### src/rtl/mips_mem_pkg.sv
// Shared constants and types for the MEM stage.
// Size codes, FSM states, byte enables, MEM/WB bundle.
package mips_mem_pkg;

  localparam logic [1:0] SZ_BYTE = 2'b00;
  localparam logic [1:0] SZ_HALF = 2'b01;
  localparam logic [1:0] SZ_WORD = 2'b10;

  localparam logic [0:0] ST_IDLE = 1'b0;
  localparam logic [0:0] ST_REQ  = 1'b1;

  localparam logic [3:0] BE_NONE  = 4'b0000;
  localparam logic [3:0] BE_BYTE0 = 4'b1000;
  localparam logic [3:0] BE_HALF0 = 4'b1100;
  localparam logic [3:0] BE_HALF1 = 4'b0011;
  localparam logic [3:0] BE_WORD  = 4'b1111;

  typedef struct packed {
    logic        valid;
    logic [31:0] alu;
    logic [31:0] mem_data;
    logic [4:0]  write_reg;
    logic        mem_to_reg;
    logic        reg_write;
  } mem_wb_t;

  localparam mem_wb_t MEM_WB_BUBBLE = '0;

  // Size code 11 behaves as a word.
  function automatic logic is_misaligned(
    input logic [1:0] size,
    input logic [1:0] off
  );
    logic bad;
    bad = 1'b0;
    if (size == SZ_HALF)
      bad = off[0];
    else if (size != SZ_BYTE)
      bad = (off != 2'b00);
    return bad;
  endfunction

endpackage

### src/rtl/mem_access_stage_if.sv
// Data-memory bus between MEM stage and memory.
// master: req/we/addr/wdata/be out, ready/rdata in.
interface mem_access_stage_if;

  logic        dmem_req;
  logic        dmem_we;
  logic [31:0] dmem_addr;
  logic [31:0] dmem_wdata;
  logic [3:0]  dmem_be;
  logic        dmem_ready;
  logic [31:0] dmem_rdata;

  modport master (
    output dmem_req,
    output dmem_we,
    output dmem_addr,
    output dmem_wdata,
    output dmem_be,
    input  dmem_ready,
    input  dmem_rdata
  );

  modport slave (
    input  dmem_req,
    input  dmem_we,
    input  dmem_addr,
    input  dmem_wdata,
    input  dmem_be,
    output dmem_ready,
    output dmem_rdata
  );

endinterface

### src/rtl/mem_access_stage_load_extend.sv
// Load lane select and sign/zero extension.
// Ports: rdata, off, size, zext in; data out.
module load_extend
  import mips_mem_pkg::*;
(
  input  logic [31:0] rdata,
  input  logic [1:0]  off,
  input  logic [1:0]  size,
  input  logic        zext,
  output logic [31:0] data
);

  logic [7:0]  lane_b;
  logic [15:0] lane_h;
  logic        sign_b;
  logic        sign_h;

  // Big-endian: offset 0 is the top byte.
  always_comb begin
    lane_b = rdata[31:24];
    case (off)
      2'd0:    lane_b = rdata[31:24];
      2'd1:    lane_b = rdata[23:16];
      2'd2:    lane_b = rdata[15:8];
      default: lane_b = rdata[7:0];
    endcase
  end

  assign lane_h = off[1] ? rdata[15:0]
                         : rdata[31:16];

  assign sign_b = ~zext & lane_b[7];
  assign sign_h = ~zext & lane_h[15];

  always_comb begin
    data = rdata;
    unique case (1'b1)
      (size == SZ_BYTE):
        data = {{24{sign_b}}, lane_b};
      (size == SZ_HALF):
        data = {{16{sign_h}}, lane_h};
      default:
        data = rdata;
    endcase
  end

endmodule

### src/rtl/mem_access_stage.sv
// MEM pipeline stage: loads/stores over dmem bus,
// MEM/WB register, stall, misalign and timeout abort.
// Ports: clk, reset, EX_MEM_* in, dmem bus (master),
// MEM_WB_* out, mem_stall, misaligned, bus_error out.
module mem_access_stage
  import mips_mem_pkg::*;
#(
  parameter int unsigned TIMEOUT_CYCLES = 64
) (
  input  logic        clk,
  input  logic        reset,

  input  logic        EX_MEM_valid,
  input  logic [31:0] EX_MEM_ALU,
  input  logic [31:0] EX_MEM_store_data,
  input  logic [4:0]  EX_MEM_write_reg,
  input  logic        EX_MEM_mem_read,
  input  logic        EX_MEM_mem_write,
  input  logic [1:0]  EX_MEM_size,
  input  logic        EX_MEM_unsigned,
  input  logic        EX_MEM_mem_to_reg,
  input  logic        EX_MEM_reg_write,

  mem_access_stage_if.master dmem,

  output logic        MEM_WB_valid,
  output logic [31:0] MEM_WB_ALU,
  output logic [31:0] MEM_WB_memory_data,
  output logic [4:0]  MEM_WB_write_reg,
  output logic        MEM_WB_mem_to_reg,
  output logic        MEM_WB_reg_write,

  output logic        mem_stall,
  output logic        misaligned,
  output logic        bus_error
);

  localparam logic [7:0] TMO_LAST =
    8'(TIMEOUT_CYCLES - 1);

  logic [0:0]  state;
  logic [7:0]  tmo_cnt;

  logic        req_q;
  logic        we_q;
  logic [31:0] addr_q;
  logic [31:0] wdata_q;
  logic [3:0]  be_q;

  mem_wb_t     wb_q;
  mem_wb_t     wb_nxt;

  logic [1:0]  off;
  logic        access;
  logic        bad;
  logic        in_idle;
  logic        in_req;
  logic        start;
  logic        done;
  logic        expire;

  logic [3:0]  be_nxt;
  logic [31:0] wdata_nxt;
  logic [31:0] ld_data;

  assign off     = EX_MEM_ALU[1:0];
  assign access  = EX_MEM_valid &
                   (EX_MEM_mem_read | EX_MEM_mem_write);
  assign bad     = access &
                   is_misaligned(EX_MEM_size, off);
  assign in_idle = (state == ST_IDLE);
  assign in_req  = (state == ST_REQ);

  assign start  = in_idle & access & ~bad;
  assign done   = in_req & dmem.dmem_ready;
  // Last allowed REQ cycle passes without ready.
  assign expire = in_req & ~dmem.dmem_ready &
                  (tmo_cnt == TMO_LAST);

  assign mem_stall = ~reset &
                     (start | (in_req & ~done & ~expire));

  // Store lanes, replicated so any enabled lane is right.
  always_comb begin
    be_nxt    = BE_WORD;
    wdata_nxt = EX_MEM_store_data;
    unique case (1'b1)
      (EX_MEM_size == SZ_BYTE): begin
        be_nxt    = BE_BYTE0 >> off;
        wdata_nxt = {4{EX_MEM_store_data[7:0]}};
      end
      (EX_MEM_size == SZ_HALF): begin
        be_nxt    = off[1] ? BE_HALF1 : BE_HALF0;
        wdata_nxt = {2{EX_MEM_store_data[15:0]}};
      end
      default: begin
        be_nxt    = BE_WORD;
        wdata_nxt = EX_MEM_store_data;
      end
    endcase
  end

  load_extend u_load_extend (
    .rdata (dmem.dmem_rdata),
    .off   (off),
    .size  (EX_MEM_size),
    .zext  (EX_MEM_unsigned),
    .data  (ld_data)
  );

  // Anything other than a clean pass or completion
  // becomes a bubble.
  always_comb begin
    wb_nxt = MEM_WB_BUBBLE;
    if (in_idle && EX_MEM_valid && !access) begin
      wb_nxt.valid      = 1'b1;
      wb_nxt.alu        = EX_MEM_ALU;
      wb_nxt.mem_data   = '0;
      wb_nxt.write_reg  = EX_MEM_write_reg;
      wb_nxt.mem_to_reg = EX_MEM_mem_to_reg;
      wb_nxt.reg_write  = EX_MEM_reg_write;
    end else if (done) begin
      wb_nxt.valid      = 1'b1;
      wb_nxt.alu        = EX_MEM_ALU;
      wb_nxt.mem_data   = EX_MEM_mem_read ? ld_data
                                          : '0;
      wb_nxt.write_reg  = EX_MEM_write_reg;
      wb_nxt.mem_to_reg = EX_MEM_mem_to_reg;
      wb_nxt.reg_write  = EX_MEM_reg_write;
    end
  end

  always_ff @(posedge clk) begin
    if (reset) begin
      state      <= ST_IDLE;
      tmo_cnt    <= '0;
      req_q      <= 1'b0;
      we_q       <= 1'b0;
      addr_q     <= '0;
      wdata_q    <= '0;
      be_q       <= BE_NONE;
      wb_q       <= MEM_WB_BUBBLE;
      misaligned <= 1'b0;
      bus_error  <= 1'b0;
    end else begin
      wb_q       <= wb_nxt;
      misaligned <= in_idle & bad;
      bus_error  <= expire;
      if (start) begin
        state   <= ST_REQ;
        tmo_cnt <= '0;
        req_q   <= 1'b1;
        we_q    <= EX_MEM_mem_write;
        addr_q  <= {EX_MEM_ALU[31:2], 2'b00};
        wdata_q <= wdata_nxt;
        be_q    <= be_nxt;
      end else if (done || expire) begin
        state   <= ST_IDLE;
        req_q   <= 1'b0;
        we_q    <= 1'b0;
      end else if (in_req) begin
        tmo_cnt <= tmo_cnt + 8'd1;
      end
    end
  end

  assign dmem.dmem_req   = req_q;
  assign dmem.dmem_we    = we_q;
  assign dmem.dmem_addr  = addr_q;
  assign dmem.dmem_wdata = wdata_q;
  assign dmem.dmem_be    = be_q;

  assign MEM_WB_valid       = wb_q.valid;
  assign MEM_WB_ALU         = wb_q.alu;
  assign MEM_WB_memory_data = wb_q.mem_data;
  assign MEM_WB_write_reg   = wb_q.write_reg;
  assign MEM_WB_mem_to_reg  = wb_q.mem_to_reg;
  assign MEM_WB_reg_write   = wb_q.reg_write;

endmodule

### src/flat_wrapper.sv
// flat-port wrapper written by rule: the top's interface ports become plain ports
module mem_access_stage_flat import mips_mem_pkg::*;
#(
  parameter int unsigned TIMEOUT_CYCLES = 64
)
  (clk, reset, EX_MEM_valid, EX_MEM_ALU, EX_MEM_store_data, EX_MEM_write_reg, EX_MEM_mem_read, EX_MEM_mem_write, EX_MEM_size, EX_MEM_unsigned, EX_MEM_mem_to_reg, EX_MEM_reg_write, MEM_WB_valid, MEM_WB_ALU, MEM_WB_memory_data, MEM_WB_write_reg, MEM_WB_mem_to_reg, MEM_WB_reg_write, mem_stall, misaligned, bus_error, dmem_dmem_req, dmem_dmem_we, dmem_dmem_addr, dmem_dmem_wdata, dmem_dmem_be, dmem_dmem_ready, dmem_dmem_rdata);
  mem_access_stage_if dmem_i ();
  input  logic clk;
  input  logic reset;
  input  logic EX_MEM_valid;
  input  logic [31:0] EX_MEM_ALU;
  input  logic [31:0] EX_MEM_store_data;
  input  logic [4:0] EX_MEM_write_reg;
  input  logic EX_MEM_mem_read;
  input  logic EX_MEM_mem_write;
  input  logic [1:0] EX_MEM_size;
  input  logic EX_MEM_unsigned;
  input  logic EX_MEM_mem_to_reg;
  input  logic EX_MEM_reg_write;
  output logic MEM_WB_valid;
  output logic [31:0] MEM_WB_ALU;
  output logic [31:0] MEM_WB_memory_data;
  output logic [4:0] MEM_WB_write_reg;
  output logic MEM_WB_mem_to_reg;
  output logic MEM_WB_reg_write;
  output logic mem_stall;
  output logic misaligned;
  output logic bus_error;
  output wire logic [$bits(dmem_i.dmem_req)-1:0] dmem_dmem_req;
  output wire logic [$bits(dmem_i.dmem_we)-1:0] dmem_dmem_we;
  output wire logic [$bits(dmem_i.dmem_addr)-1:0] dmem_dmem_addr;
  output wire logic [$bits(dmem_i.dmem_wdata)-1:0] dmem_dmem_wdata;
  output wire logic [$bits(dmem_i.dmem_be)-1:0] dmem_dmem_be;
  input wire logic [$bits(dmem_i.dmem_ready)-1:0] dmem_dmem_ready;
  input wire logic [$bits(dmem_i.dmem_rdata)-1:0] dmem_dmem_rdata;
  assign dmem_dmem_req = dmem_i.dmem_req;
  assign dmem_dmem_we = dmem_i.dmem_we;
  assign dmem_dmem_addr = dmem_i.dmem_addr;
  assign dmem_dmem_wdata = dmem_i.dmem_wdata;
  assign dmem_dmem_be = dmem_i.dmem_be;
  assign dmem_i.dmem_ready = dmem_dmem_ready;
  assign dmem_i.dmem_rdata = dmem_dmem_rdata;
  mem_access_stage #(.TIMEOUT_CYCLES(TIMEOUT_CYCLES)) u_core (.clk(clk), .reset(reset), .EX_MEM_valid(EX_MEM_valid), .EX_MEM_ALU(EX_MEM_ALU), .EX_MEM_store_data(EX_MEM_store_data), .EX_MEM_write_reg(EX_MEM_write_reg), .EX_MEM_mem_read(EX_MEM_mem_read), .EX_MEM_mem_write(EX_MEM_mem_write), .EX_MEM_size(EX_MEM_size), .EX_MEM_unsigned(EX_MEM_unsigned), .EX_MEM_mem_to_reg(EX_MEM_mem_to_reg), .EX_MEM_reg_write(EX_MEM_reg_write), .dmem(dmem_i), .MEM_WB_valid(MEM_WB_valid), .MEM_WB_ALU(MEM_WB_ALU), .MEM_WB_memory_data(MEM_WB_memory_data), .MEM_WB_write_reg(MEM_WB_write_reg), .MEM_WB_mem_to_reg(MEM_WB_mem_to_reg), .MEM_WB_reg_write(MEM_WB_reg_write), .mem_stall(mem_stall), .misaligned(misaligned), .bus_error(bus_error));
endmodule
### config.mk
export PLATFORM = sky130hd
export DESIGN_NAME = mem_access_stage_flat
export DESIGN_NICKNAME = d
export VERILOG_FILES = /design/src/rtl/mips_mem_pkg.sv /design/src/rtl/mem_access_stage_if.sv /design/src/rtl/mem_access_stage_load_extend.sv /design/src/rtl/mem_access_stage.sv /design/src/flat_wrapper.sv
export SDC_FILE = /design/constraint.sdc
export NUM_CORES = 1
export LEC_CHECK = 0
export BUFFER_PORTS_ARGS = -buffer_cell sky130_fd_sc_hd__buf_2
export CORE_MARGIN = 5
export CORE_UTILIZATION = 42
export DETAILED_ROUTE_END_ITERATION = 7
export PLACE_DENSITY = 0.83
export REMOVE_ABC_BUFFERS = 1
export SYNTH_ARGS = -nofsm -noshare
export SYNTH_HDL_FRONTEND = slang
export SYNTH_SLANG_ARGS = --single-unit
export TNS_END_PERCENT = 20
### constraint.sdc
create_clock -name clk -period 1.6 [get_ports clk]
set_input_delay 0.32 -clock clk [delete_from_list [all_inputs] [get_ports clk]]
set_output_delay 0.32 -clock clk [all_outputs]
set_load 0.03 [all_outputs]
---- Word level (Yosys, flattened, before mapping) ----
Index checks and enable logic that the tools add are counted.
cells by class
  add/sub/neg operators ................... 1
  eq/ne operators ......................... 4
  shift-type cells ........................ 1
  mux-type cells .......................... 14
  bitwise gates (word level) .............. 24
  reductions and logical operators ........ 12
operator list
  cell                                              number
  two-way mux 72 bit                                2
  one-hot mux 32 bit (2 select lines)               2
  two-way mux 32 bit                                1
  one-hot mux 8 bit (3 select lines)                1
  two-way mux 16 bit                                1
  bitwise AND 1 bit                                 13
  inverter 1 bit                                    9
  adder 8 x 1 -> 8 bit, second input constant       1
  == test 8 x 6 -> 1 bit, second input constant     1
  one-hot mux 4 bit (2 select lines)                1
  nonzero test 2 bit                                3
  two-way mux 1 bit                                 5
  == test 2 x 1 -> 1 bit, second input constant     2
  zero test 2 bit                                   2
  two-way mux 4 bit                                 1
  OR reduction 4 bit                                1
  right shift 4 x 2 -> 4 bit, first input constant  1
  == test 2 bit, second input constant              1
  logical AND 1 bit                                 2
  OR 1 bit                                          2
  AND reduction 2 bit                               1
  OR reduction 2 bit                                1
  zero test 1 bit                                   1
  logical OR 1 bit                                  1
storage, ports and cells
  flip-flop bits (word level) ............. 150
  bits of input ports ..................... 112

---- Depth between registers and ports, before layout ----
Gate-level depths: netlist of the first run.
  word-level depth ........................ 8
  depth in mapped cells ................... 7
  gate-level depth less buffers ........... 5

---- Modules after synthesis ----
Synthesis of the first run repeated with hierarchy kept, for this count alone.
second synthesis, totals
  cells, all modules ...................... 553
  area total of the unflattened synthesis .. 5680.4 um2
modules (own cells, without submodules)
  module            instances  cells each  area an instance (um2)  sequential area each (um2)
  mem_access_stage  1          446         4893.4                  3002.9
  load_extend       1          107         787.0                   0.0

---- Least setup slack after synthesis of the first run ----
OpenSTA, ideal clock, no wires.
  path type ............................... reg2out
  from .................................... reg u_core.state, in the netlist u_core.in_req
  to ...................................... out mem_stall
  data arrival time ....................... 1.812 ns
  required time ........................... 1.280 ns
  setup slack ............................. -0.532 ns
  cell stages (with the launch flop) ...... 4
  buffers on the path ..................... 0
  cell sequence ........................... dfxtp_1 -> and2b_2 -> o21ai_0 -> o21ai_0
on the way
  longest elaborated chain between the ends .. 6
ends and longest elaborated chain
  item                                                        line                                            source
  start, declared                                             mem_access_stage.sv:41                          logic [0:0] state;
  start signal, assigned                                      mem_access_stage.sv:135                         state <= ST_IDLE;
  start signal, assigned                                      mem_access_stage.sv:150                         state <= ST_REQ;
  start signal, assigned                                      mem_access_stage.sv:158                         state <= ST_IDLE;
  bitwise AND 1 bit (on tied branches)                        mem_access_stage.sv:75, mem_access_stage.sv:77
  inverter 1 bit / bitwise AND 1 bit (equally long branches)  mem_access_stage.sv:81, mem_access_stage.sv:77
  bitwise AND 1 bit / inverter 1 bit (equally long branches)  mem_access_stage.sv:81                          (start | (in_req & ~done & ~expire));
  bitwise AND 1 bit                                           mem_access_stage.sv:81
  OR 1 bit (*)                                                mem_access_stage.sv:81
  bitwise AND 1 bit (*)                                       mem_access_stage.sv:80                          assign mem_stall = ~reset &
  end, declared                                               flat_wrapper.sv:26                              output logic mem_stall;
Mark *: on every way between the ends. The rest lies on a longest branch, timed or not.

---- Worst setup path after layout of the first run ----
Same ends and word-level chain as after synthesis.

==> parameters.txt, run 1 <==
Parameter                              Value

Synthesis
  Library cell occupying the most area in the post-synthesis netlist ... sky130_fd_sc_hd__dfxtp_1
  Unique masters post-synth ... slightly above 50
  Top post-synthesis cells by area ... sky130_fd_sc_hd__dfxtp_1 (55%), sky130_fd_sc_hd__a22o_1 (6.2%), sky130_fd_sc_hd__mux2i_1 (4.5%)
  Top cell type's share of synthesized area ... 54.6%
  Mean post-synth cell area ... between 10 and 15 um2
  Area of the mapped netlist ... between 5000 and 6000 um2
  Post-synth ARST share ... 0%
  Number of flip-flops and latches in the synthesized netlist ... 150
  Post-synthesis sequential area ratio ... 54.6%
  Synthesized netlist cell count ... 505
  Most common flop cell mapped by yosys ... sky130_fd_sc_hd__dfxtp_1
  Ys Warns ... 0
  Number of synthesized flops with an enable pin ... 0

Timing
  Period utilisation layout ... 114%
  Final hold violation count ... 0
  Shortest period the worst path allows ... 1.83 ns
  Worst path setup slack after routing ... -0.228 ns
  Pins Over Slew Limit ... 0
  Finish-stage setup viols ... 57
  Relative slew slack ... approximately 30%
  Highest clock rate ... 547 MHz
  Final setup skew ... between 0.006 and 0.007 ns
  Unrepaired setup endpoints after global routing ... yes
  Actual transition at the worst max-transition pin ... ~1.0 ns

Run status
  Run status ... finished, violations left
  Violated checks ... negative setup slack

Critical path
  Max FO, Critical Path ... 3
  Path type of the worst setup path ... flip-flop to output pin
  Minimum setup slack among reg-to-reg paths ... -0.18 ns
  Type of destination of the critical path ... output pin
  Slowest stage cell, crit path ... sky130_fd_sc_hd__dfxtp_2
  Worst Path Arrival ... 1.51 ns
  Critical R2R Launch ... u_core.in_req
  Crit path largest cell delay ... 0.34 ns
  Destination of the worst register-to-register timing path ... u_core.dmem.dmem_addr[22]
  Kind of launch point of the worst setup path ... flip-flop
  Endpoint required time on the critical path ... around 1.3 ns
  CP endpoint ... mem_stall
  Count of cells along the worst register-to-register path ... 4
  Critical path launch point ... u_core.in_req
  Sequence of cells on the critical path ... nor2b_4 -> nand3b_4 -> or2_1 -> o21ai_1 -> buf_4

Routing
  Number of iterations in the first detailed-routing pass ... 5
  Total length of routed wires ... roughly 17000 um
  Initial DRC count ... about 480
  DRT antenna net count ... 0
  Mean routed wirelength per cell ... 17.7 um
  Via density per instance ... around 5.2
  Number of DRC violations after detailed routing ... 0
  Total via count in the routed design ... 5059

Placement
  Weighted congestion reported at the end of routability-driven placement ... ~0.90
  Count of placed standard cells including taps ... roughly 930
  Detailed placer's ending HPWL ... approximately 13000 um
  Port bufs ... 254

Floorplanning
  Die width ... about 120 um
  Effective utilization at floorplan ... 43.3%
  Die Height ... 124 um
  Area enclosed by the die boundary ... between 15000 and 20000 um2
  Core region area ... approximately 13000 um2
  Ports ... around 260
  Number of cell rows ... slightly above 40

Final layout
  Layout cell share with drive strength beyond 1 ... 44.0%
  Final standard cell utilization of the core ... 61.7%
  Number of antenna repair diodes ... 0
  Most frequent cells in the layout ... sky130_fd_sc_hd__buf_2 (253), sky130_fd_sc_hd__dfxtp_1 (149), sky130_fd_sc_hd__a22o_1 (39)
  Total of fill cells in the finished design ... 1047
  Most frequent standard cell in the layout excluding fill and tap cells ... sky130_fd_sc_hd__buf_2
  Non-filler instance count after layout ... about 970
  Relative area change from synthesis to final layout ... 42.6%
  Final-stage net count ... about 900

GRT
  Total GRT Usage ... around 22%
  Maximum number of pins on one net before global-route repair ... 41
  Grt total ovfl ... 0
  Antenna violations before repair ... 0
  First-pass GRT wire length ... between 20000 and 30000 um
  Vias in the first global route ... around 5000

Flow run
  Max-capacitance violation count ... 0

Power and ir drop
  Leakage power ... approximately 4 nW
  Pwr dens ... approximately 1200 nW/um2
  Worst-case vdd ir drop ... roughly 0.63 mV
  Final Total Pwr ... roughly 9 mW

Clock network
  Clock transition at path regs ... roughly 0.07 ns
  Number of buffers inserted by hold repair at cts ... 0
  Root cell of the clock tree ... sky130_fd_sc_hd__clkbuf_16
  Cts bufs inserted ... 17
  Number of buffers on the longest clock path ... 2
  Clk Latency, worst-skew pair ... just over 0.4 ns
  Number of clock sinks ... 150
  Number of levels the H-tree was split into ... 4
  CTS tree ... built

Hold path
  Tightest Hold Check Type ... primary input to flip-flop
==> power breakdown <==
part           internal, mW  switching (mW)  total [mW]
sequential             3.85          0.0561        3.91
combinational         0.439           0.678        1.12
clock                  2.53            1.71        4.24
total                  6.83            2.44        9.27
==> layout make-up <==
type | count | area, um2 | share of cell area [%]
Clock buffer | 17 | 425 | 5.42
Clock inverter | 15 | 204 | 2.60
Inverter | 11 | 41.3 | 0.526
Multi-Input combinational cell | 309 | 2310 | 29.4
Sequential cell | 150 | 3000 | 38.3
Tap cell | 172 | 215 | 2.74
Timing Repair Buffer | 293 | 1650 | 21.1
==> layer usage <==
metal / track usage (%) / vias up / share of wire [%] / wire length (um)
met5: 0 / - / 0 / 0
met4: 8.83 / 0 / 3.1 / 525
met3: 6.73 / 38 / 8.4 / 1440
met2: 36.9 / 266 / 50 / 8550
met1: 25.5 / 2386 / 38 / 6580
li1: - / 2369 / - / -
==> worst max-delay path, delay by kind of cell, from the launching register on <==
kind,cells,cell delay [ns]
buffers and inverters,1,0.18
AOI/OAI and AO/OA,1,0.10
DFF,1,0.34
and+or+nand+nor,3,0.48
==> metrics by stage <==
step / hold slack (ns) / area, um2 / TNS [ns] / worst slack (ns)
6_report: 0.105 / 7850 / -5.83 / -0.228
5_1_grt: 0.0898 / 7850 / -10.70 / -0.296
4_1_cts: 0.0901 / 7840 / -5.31 / -0.247
3_5_place_dp: 0.435 / 7160 / -13.77 / -0.319
3_3_place_gp: 0.430 / 7160 / -11.94 / -0.259
2_1_floorplan: 0.397 / 5280 / -85.69 / -1.12
==> logic make-up after synthesis <==
kind of cell,share of synthesized area [%]
mux,8.37
other cells,0.0681
compound gates,18.5
simple gates,12.8
xor+xnor,0.637
fa+ha+maj,0.227
flops,54.6
buf+inv,4.82
==> cells in the mapped netlist, drive strengths merged (4+ instances only) <==
library cell	instances
nand2b	8
o21ai	39
dfxtp	150
a32oi	7
and2	38
nor3	4
a22oi	9
mux4	9
o31ai	5
a221oi	7
mux2i	25
a21oi	12
nor2	20
inv	11
buf	27
clkbuf	9
a21o	16
nand2	37
a22o	39
==> worst min path at each step <==
stage,start,endpoint,slack (ns),cells after the start
floorplan,reset,u_core.MEM_WB_ALU[1],0.40,1
global placement,u_core.dmem.dmem_wdata[12],u_core.dmem.dmem_wdata[12],0.43,2
detailed placement,u_core.dmem.dmem_be[2],u_core.dmem.dmem_be[2],0.43,2
CTS,EX_MEM_write_reg[1],u_core.MEM_WB_write_reg[1],0.09,2
global route,EX_MEM_write_reg[2],u_core.MEM_WB_write_reg[2],0.09,2
finish,EX_MEM_write_reg[1],u_core.MEM_WB_write_reg[1],0.11,2
==> repair_timing <==
item                       4_1_cts  5_1_grt
setup buffers                    1        0
setup endpoints to repair       57       57
cloned                           0        0
pin swaps                       31       23
gates resized for setup          8        2
No activity file was read; power rests on OpenSTA's default activity.
==> run 2, diff against run 1 <==
--- a/config.mk
+++ b/config.mk
@@ -10,6 +10,7 @@
 export CORE_UTILIZATION = 42
 export DETAILED_ROUTE_END_ITERATION = 7
 export PLACE_DENSITY = 0.83
+export RECOVER_POWER = 50
 export REMOVE_ABC_BUFFERS = 1
 export SYNTH_ARGS = -nofsm -noshare
 export SYNTH_HDL_FRONTEND = slang
==> parameters.txt, run 2 (synthesized netlist as in run 1, its figures left out) <==
Parameter                              Value

Critical path
  Critical path launch point ... u_core.in_req
  CP endpoint ... mem_stall
  Type of destination of the critical path ... output pin
  Endpoint required time on the critical path ... around 1.3 ns
  Critical R2R Launch ... u_core.in_req
  Minimum setup slack among reg-to-reg paths ... -0.17 ns
  Worst Path Arrival ... between 1.5 and 2 ns
  Path type of the worst setup path ... flip-flop to output pin
  Kind of launch point of the worst setup path ... flip-flop
  Max FO, Critical Path ... 3
  Destination of the worst register-to-register timing path ... u_core.dmem.dmem_addr[22]
  Count of cells along the worst register-to-register path ... 4

Timing
  Final total negative setup slack ... -5.29 ns
  Highest clock rate ... 547 MHz
  Unrepaired setup endpoints after global routing ... yes
  Worst path setup slack after routing ... -0.227 ns
  Final setup skew ... between 0.007 and 0.008 ns
  Final hold violation count ... 0
  Relative slew slack ... 30.9%
  Period utilisation layout ... 114%
  Finish-stage setup viols ... 57
  Actual transition at the worst max-transition pin ... between 1 and 1.5 ns
  Shortest period the worst path allows ... 1.83 ns
  Pins Over Slew Limit ... 0

Floorplanning
  Effective utilization at floorplan ... 43.3%
  Ports ... ~260
  Die width ... 124 um
  Core region area ... 12700 um2
  Area enclosed by the die boundary ... between 15000 and 20000 um2
  Die Height ... 124 um
  Number of cell rows ... 41

Clock network
  Clock transition at path regs ... approximately 0.070 ns
  Number of clock sinks ... 150
  Clk Latency, worst-skew pair ... slightly above 0.4 ns
  CTS tree ... built
  Cts bufs inserted ... 17
  Number of levels the H-tree was split into ... 4
  Root cell of the clock tree ... sky130_fd_sc_hd__clkbuf_16
  Number of buffers on the longest clock path ... 2

Routing
  Total via count in the routed design ... a little over 5000
  Via density per instance ... between 5 and 6
  Number of DRC violations after detailed routing ... 0
  DRT antenna net count ... 0
  Initial DRC count ... between 400 and 500
  Total length of routed wires ... between 15000 and 20000 um
  Mean routed wirelength per cell ... 17.9 um
  Number of iterations in the first detailed-routing pass ... 5

Placement
  Weighted congestion reported at the end of routability-driven placement ... roughly 0.9
  Port bufs ... 254
  Detailed placer's ending HPWL ... 12700 um
  Count of placed standard cells including taps ... between 900 and 1000

Run status
  Violated checks ... negative setup slack
  Run status ... finished, violations left

GRT
  First-pass GRT wire length ... between 20000 and 30000 um
  Maximum number of pins on one net before global-route repair ... 41
  Antenna violations before repair ... 0
  Total GRT Usage ... 21.7%
  Vias in the first global route ... about 5100
  Grt total ovfl ... 0

Power and ir drop
  Worst-case vdd ir drop ... about 0.64 mV
  Leakage power ... between 3 and 4 nW
  Final Total Pwr ... 9.24 mW
  Pwr dens ... about 1200 nW/um2

Final layout
  Layout cell share with drive strength beyond 1 ... 30.2%
  Number of antenna repair diodes ... 0
  Relative area change from synthesis to final layout ... 39.6%
  Final-stage net count ... around 900
  Non-filler instance count after layout ... between 900 and 1000
  Most frequent standard cell in the layout excluding fill and tap cells ... sky130_fd_sc_hd__dfxtp_1
  Most frequent cells in the layout ... sky130_fd_sc_hd__dfxtp_1 (149), sky130_fd_sc_hd__buf_2 (143), sky130_fd_sc_hd__clkbuf_1 (110)

Hold path
  Tightest Hold Check Type ... primary input to flip-flop

Flow run
  Max-capacitance violation count ... 0
-- run 2: cell types whose count changed in the layout (fill, tap and decap cells not counted) --
cell / change
sky130_fd_sc_hd__clkbuf_4: +2
sky130_fd_sc_hd__buf_12: -2
sky130_fd_sc_hd__clkbuf_2: +1
sky130_fd_sc_hd__buf_2: -110
sky130_fd_sc_hd__buf_4: -1
sky130_fd_sc_hd__clkbuf_1: +110
-- run 2: power by group --
group          internal, mW  switching (mW)
registers              3.85          0.0588
logic                 0.408           0.680
clock network          2.53            1.71
-- run 2: worst min path at each step --
| stage | cells after the start | end | start |
|---|---|---|---|
| 3_5_place_dp | 2 | u_core.dmem.dmem_be[2] | u_core.dmem.dmem_be[2] |
| 6_report | 2 | u_core.MEM_WB_write_reg[1] | EX_MEM_write_reg[1] |
| 5_1_grt | 2 | u_core.MEM_WB_write_reg[2] | EX_MEM_write_reg[2] |
| 4_1_cts | 2 | u_core.MEM_WB_write_reg[1] | EX_MEM_write_reg[1] |
| 3_3_place_gp | 2 | u_core.dmem.dmem_wdata[12] | u_core.dmem.dmem_wdata[12] |
| 2_1_floorplan | 1 | u_core.MEM_WB_ALU[1] | reset |
-- run 2: final cells by class --
type,instances,area [um2]
fillers,1105,5040
multi-input cells,309,2310
flip-flops and latches,150,3000
inverters,11,41.3
clock buffers,17,425
clock inverters,15,204
well taps,172,215
repair buffers,293,1490
-- run 2: stage by stage --
step	utilization [%]	hold WS [ns]	setup slack, ns	instance area (um2)
after floorplan	-	0.397	-1.12	5280
after global routing	60.4	0.0898	-0.296	7690
after global placement	56.3	0.430	-0.259	7160
final	60.4	0.105	-0.227	7690
after detailed placement	56.3	0.435	-0.319	7160
after CTS	61.6	0.0901	-0.247	7840
-- run 2: worst max-delay path: stages (launching register included) --
cell	delay (ns)
sky130_fd_sc_hd__dfxtp_2	0.34
sky130_fd_sc_hd__nor2b_4	0.14
sky130_fd_sc_hd__nand3b_4	0.10
sky130_fd_sc_hd__or2_1	0.24
sky130_fd_sc_hd__o21ai_1	0.09
sky130_fd_sc_hd__buf_4	0.18
-- run 2: routing by layer --
| metal | wire length, um | global-route usage (%) |
|---|---|---|
| met3 | 1280 | 6.73 |
| met1 | 6970 | 25.5 |
| met5 | 0 | 0 |
| met2 | 8580 | 36.9 |
| met4 | 514 | 8.83 |
-- run 2: timing repair --
item | in CTS | in global routing
hold endpoints to repair | 0 | 0
resized for setup | 8 | 2
pin swaps | 31 | 23
setup endpoints to repair | 57 | 57
buffers inserted | 1 | 0
hold buffers | 0 | 0
==> run 3, diff against run 2 <==
--- a/config.mk
+++ b/config.mk
@@ -6,8 +6,10 @@
 export NUM_CORES = 1
 export LEC_CHECK = 0
 export BUFFER_PORTS_ARGS = -buffer_cell sky130_fd_sc_hd__buf_2
+export CELL_PAD_IN_SITES_DETAIL_PLACEMENT = 1
+export CELL_PAD_IN_SITES_GLOBAL_PLACEMENT = 1
 export CORE_MARGIN = 5
-export CORE_UTILIZATION = 42
+export CORE_UTILIZATION = 31
 export DETAILED_ROUTE_END_ITERATION = 7
 export PLACE_DENSITY = 0.83
 export RECOVER_POWER = 50
==> parameters.txt, run 3 (synthesized netlist as in run 1, its figures left out) <==
Parameter                              Value

Run status
  Run status ... finished, violations left
  Violated checks ... negative setup slack

Power and ir drop
  Leakage power ... between 3 and 4 nW
  Worst-case vdd ir drop ... about 0.68 mV
  Register share of total power ... a little over two fifths
  Clock network power share ... about 44%
  P_sw ... 2.51 mW
  Final Total Pwr ... 8.99 mW
  Design internal power ... 6.47 mW
  Combinational share of power ... about an eighth
  Pwr dens ... 1160 nW/um2
  Switching Share ... around 28%

Floorplanning
  Area enclosed by the die boundary ... 20500 um2
  Core region area ... 17400 um2
  Number of cell rows ... 48
  Effective utilization at floorplan ... a little under a third
  Die Height ... 143 um
  Ports ... approximately 260
  Die width ... 143 um

Routing
  Number of iterations in the first detailed-routing pass ... 4
  DRT antenna net count ... 0
  Number of DRC violations after detailed routing ... 0
  Total via count in the routed design ... roughly 5000
  Total length of routed wires ... approximately 19000 um
  Initial DRC count ... approximately 230
  Via density per instance ... slightly below 5
  Mean routed wirelength per cell ... ~19 um

Final layout
  Relative area change from synthesis to final layout ... 40.6%
  Layout Cell Area excl Fill ... between 7000 and 8000 um2
  Layout cell share with drive strength beyond 1 ... between 20% and 30%
  Most frequent standard cell in the layout excluding fill and tap cells ... sky130_fd_sc_hd__dfxtp_1
  Final-stage net count ... approximately 900
  Number of antenna repair diodes ... 0
  Non-filler instance count after layout ... ~1000
  Most frequent cells in the layout ... sky130_fd_sc_hd__dfxtp_1 (148), sky130_fd_sc_hd__buf_2 (133), sky130_fd_sc_hd__clkbuf_1 (120)

Critical path
  Kind of launch point of the worst setup path ... flip-flop
  Worst Path Arrival ... approximately 1.5 ns
  Max FO, Critical Path ... 3
  Sequence of cells on the critical path ... nor2b_4 -> nand3b_4 -> or2_4 -> o21ai_2 -> buf_6
  Largest delay contributor family on the critical path ... simple AND/OR/NAND/NOR gates
  Endpoint required time on the critical path ... around 1.3 ns
  Number of buffers and inverters on the critical path ... 1
  Slowest stage cell, crit path ... sky130_fd_sc_hd__dfxtp_2
  Path type of the worst setup path ... flip-flop to output pin
  Type of destination of the critical path ... output pin
  Crit path largest cell delay ... 0.33 ns

Timing
  Period utilisation layout ... 113%
  Relative slew slack ... around a third
  Final setup skew ... 0.00908 ns
  Worst path setup slack after routing ... -0.211 ns
  Final total negative setup slack ... -4.33 ns
  Unrepaired setup endpoints after global routing ... yes
  Pins Over Slew Limit ... 0
  Finish-stage setup viols ... between 40 and 50
  Highest clock rate ... around 550 MHz
  Shortest period the worst path allows ... roughly 1.8 ns
  Final hold violation count ... 0
  WHS ... ~0.096 ns
  Actual transition at the worst max-transition pin ... ~1.0 ns

Placement
  Detailed placer's ending HPWL ... about 14000 um
  Count of placed standard cells including taps ... around 990
  Placement-stage cell area ... a little over 7000 um2
  Weighted congestion reported at the end of routability-driven placement ... 0.800
  Port bufs ... 254

GRT
  First-pass GRT wire length ... 28900 um
  Grt total ovfl ... 0
  Maximum number of pins on one net before global-route repair ... 42
  Total GRT Usage ... between 10% and 20%
  Antenna violations before repair ... 1
  Vias in the first global route ... 5275

Clock network
  Number of clock sinks ... 150
  Root cell of the clock tree ... sky130_fd_sc_hd__clkbuf_16
  Clock transition at path regs ... 0.07 ns
  Number of buffers on the longest clock path ... 2
  Clk Latency, worst-skew pair ... between 0.4 and 0.5 ns
  CTS tree ... built
  Cts bufs inserted ... 17
  Number of buffers inserted by hold repair at cts ... 0
  Number of levels the H-tree was split into ... 4

Hold path
  Tightest Hold Check Type ... primary input to flip-flop

Flow run
  Max-capacitance violation count ... 0
[run 3: cell count changes in the layout (fill, tap and decap cells not counted), moves of 3 or more]
| cell | delta |
|---|---|
| sky130_fd_sc_hd__buf_2 | -10 |
| sky130_fd_sc_hd__clkbuf_1 | +10 |
| sky130_fd_sc_hd__buf_4 | +5 |
| sky130_fd_sc_hd__clkinv_4 | +3 |
[run 3: area by class of cell]
cell class,count,area (um2)
Clock inverter,15,155
Timing Repair Buffer,297,1530
Clock buffer,17,425
Multi-Input combinational cell,309,2300
Inverter,11,41.3
Tap cell,225,282
Sequential cell,150,3010
Fill cell,2068,9620
[run 3: per-stage QoR]
step	util [%]	setup slack, ns
floorplan	-	-1.12
global placement	41.5	-0.290
detailed placement	41.5	-0.398
CTS	45.3	-0.243
global route	44.6	-0.296
finish	44.6	-0.211
[run 3: timing repair]
item,CTS,global route
pin swaps,34,24
endpoints found under the setup margin,57,46
buffers inserted,5,0
cloned,0,0
gates resized for setup,9,8
[run 3: path summary, 6_finish.rpt]
kind                                    from                          to  slack (ns)  cells past startpoint
setup / recovery               u_core.in_req                   mem_stall       -0.21                      5
hold / removal              EX_MEM_reg_write     u_core.MEM_WB_reg_write         0.1                      2
setup reg to reg               u_core.in_req   u_core.dmem.dmem_addr[18]       -0.15                      4
hold reg to reg   u_core.dmem.dmem_wdata[27]  u_core.dmem.dmem_wdata[27]        0.45                      2
[run 3: metal layers]
metal  vias to the layer above  share of wire, %  global-route usage, %  wire length, um
met5                         -             0.037                      0                7
met4                         2               2.6                   7.04              496
met3                        38               7.0                   4.86             1340
met2                       175                51                   31.9             9700
met1                      2433                40                   20.5             7630
li1                       2373                 -                      -                -
[run 3: power groups by stage]
stage,sequential [mW],clock (mW),combinational [mW]
final,3.91,3.97,1.10
after global routing,3.92,4.22,1.18
after CTS,3.91,4.07,1.13
after detailed placement,3.99,0,1.12
after global placement,3.99,0,1.09
after floorplan,4.23,0,0.319
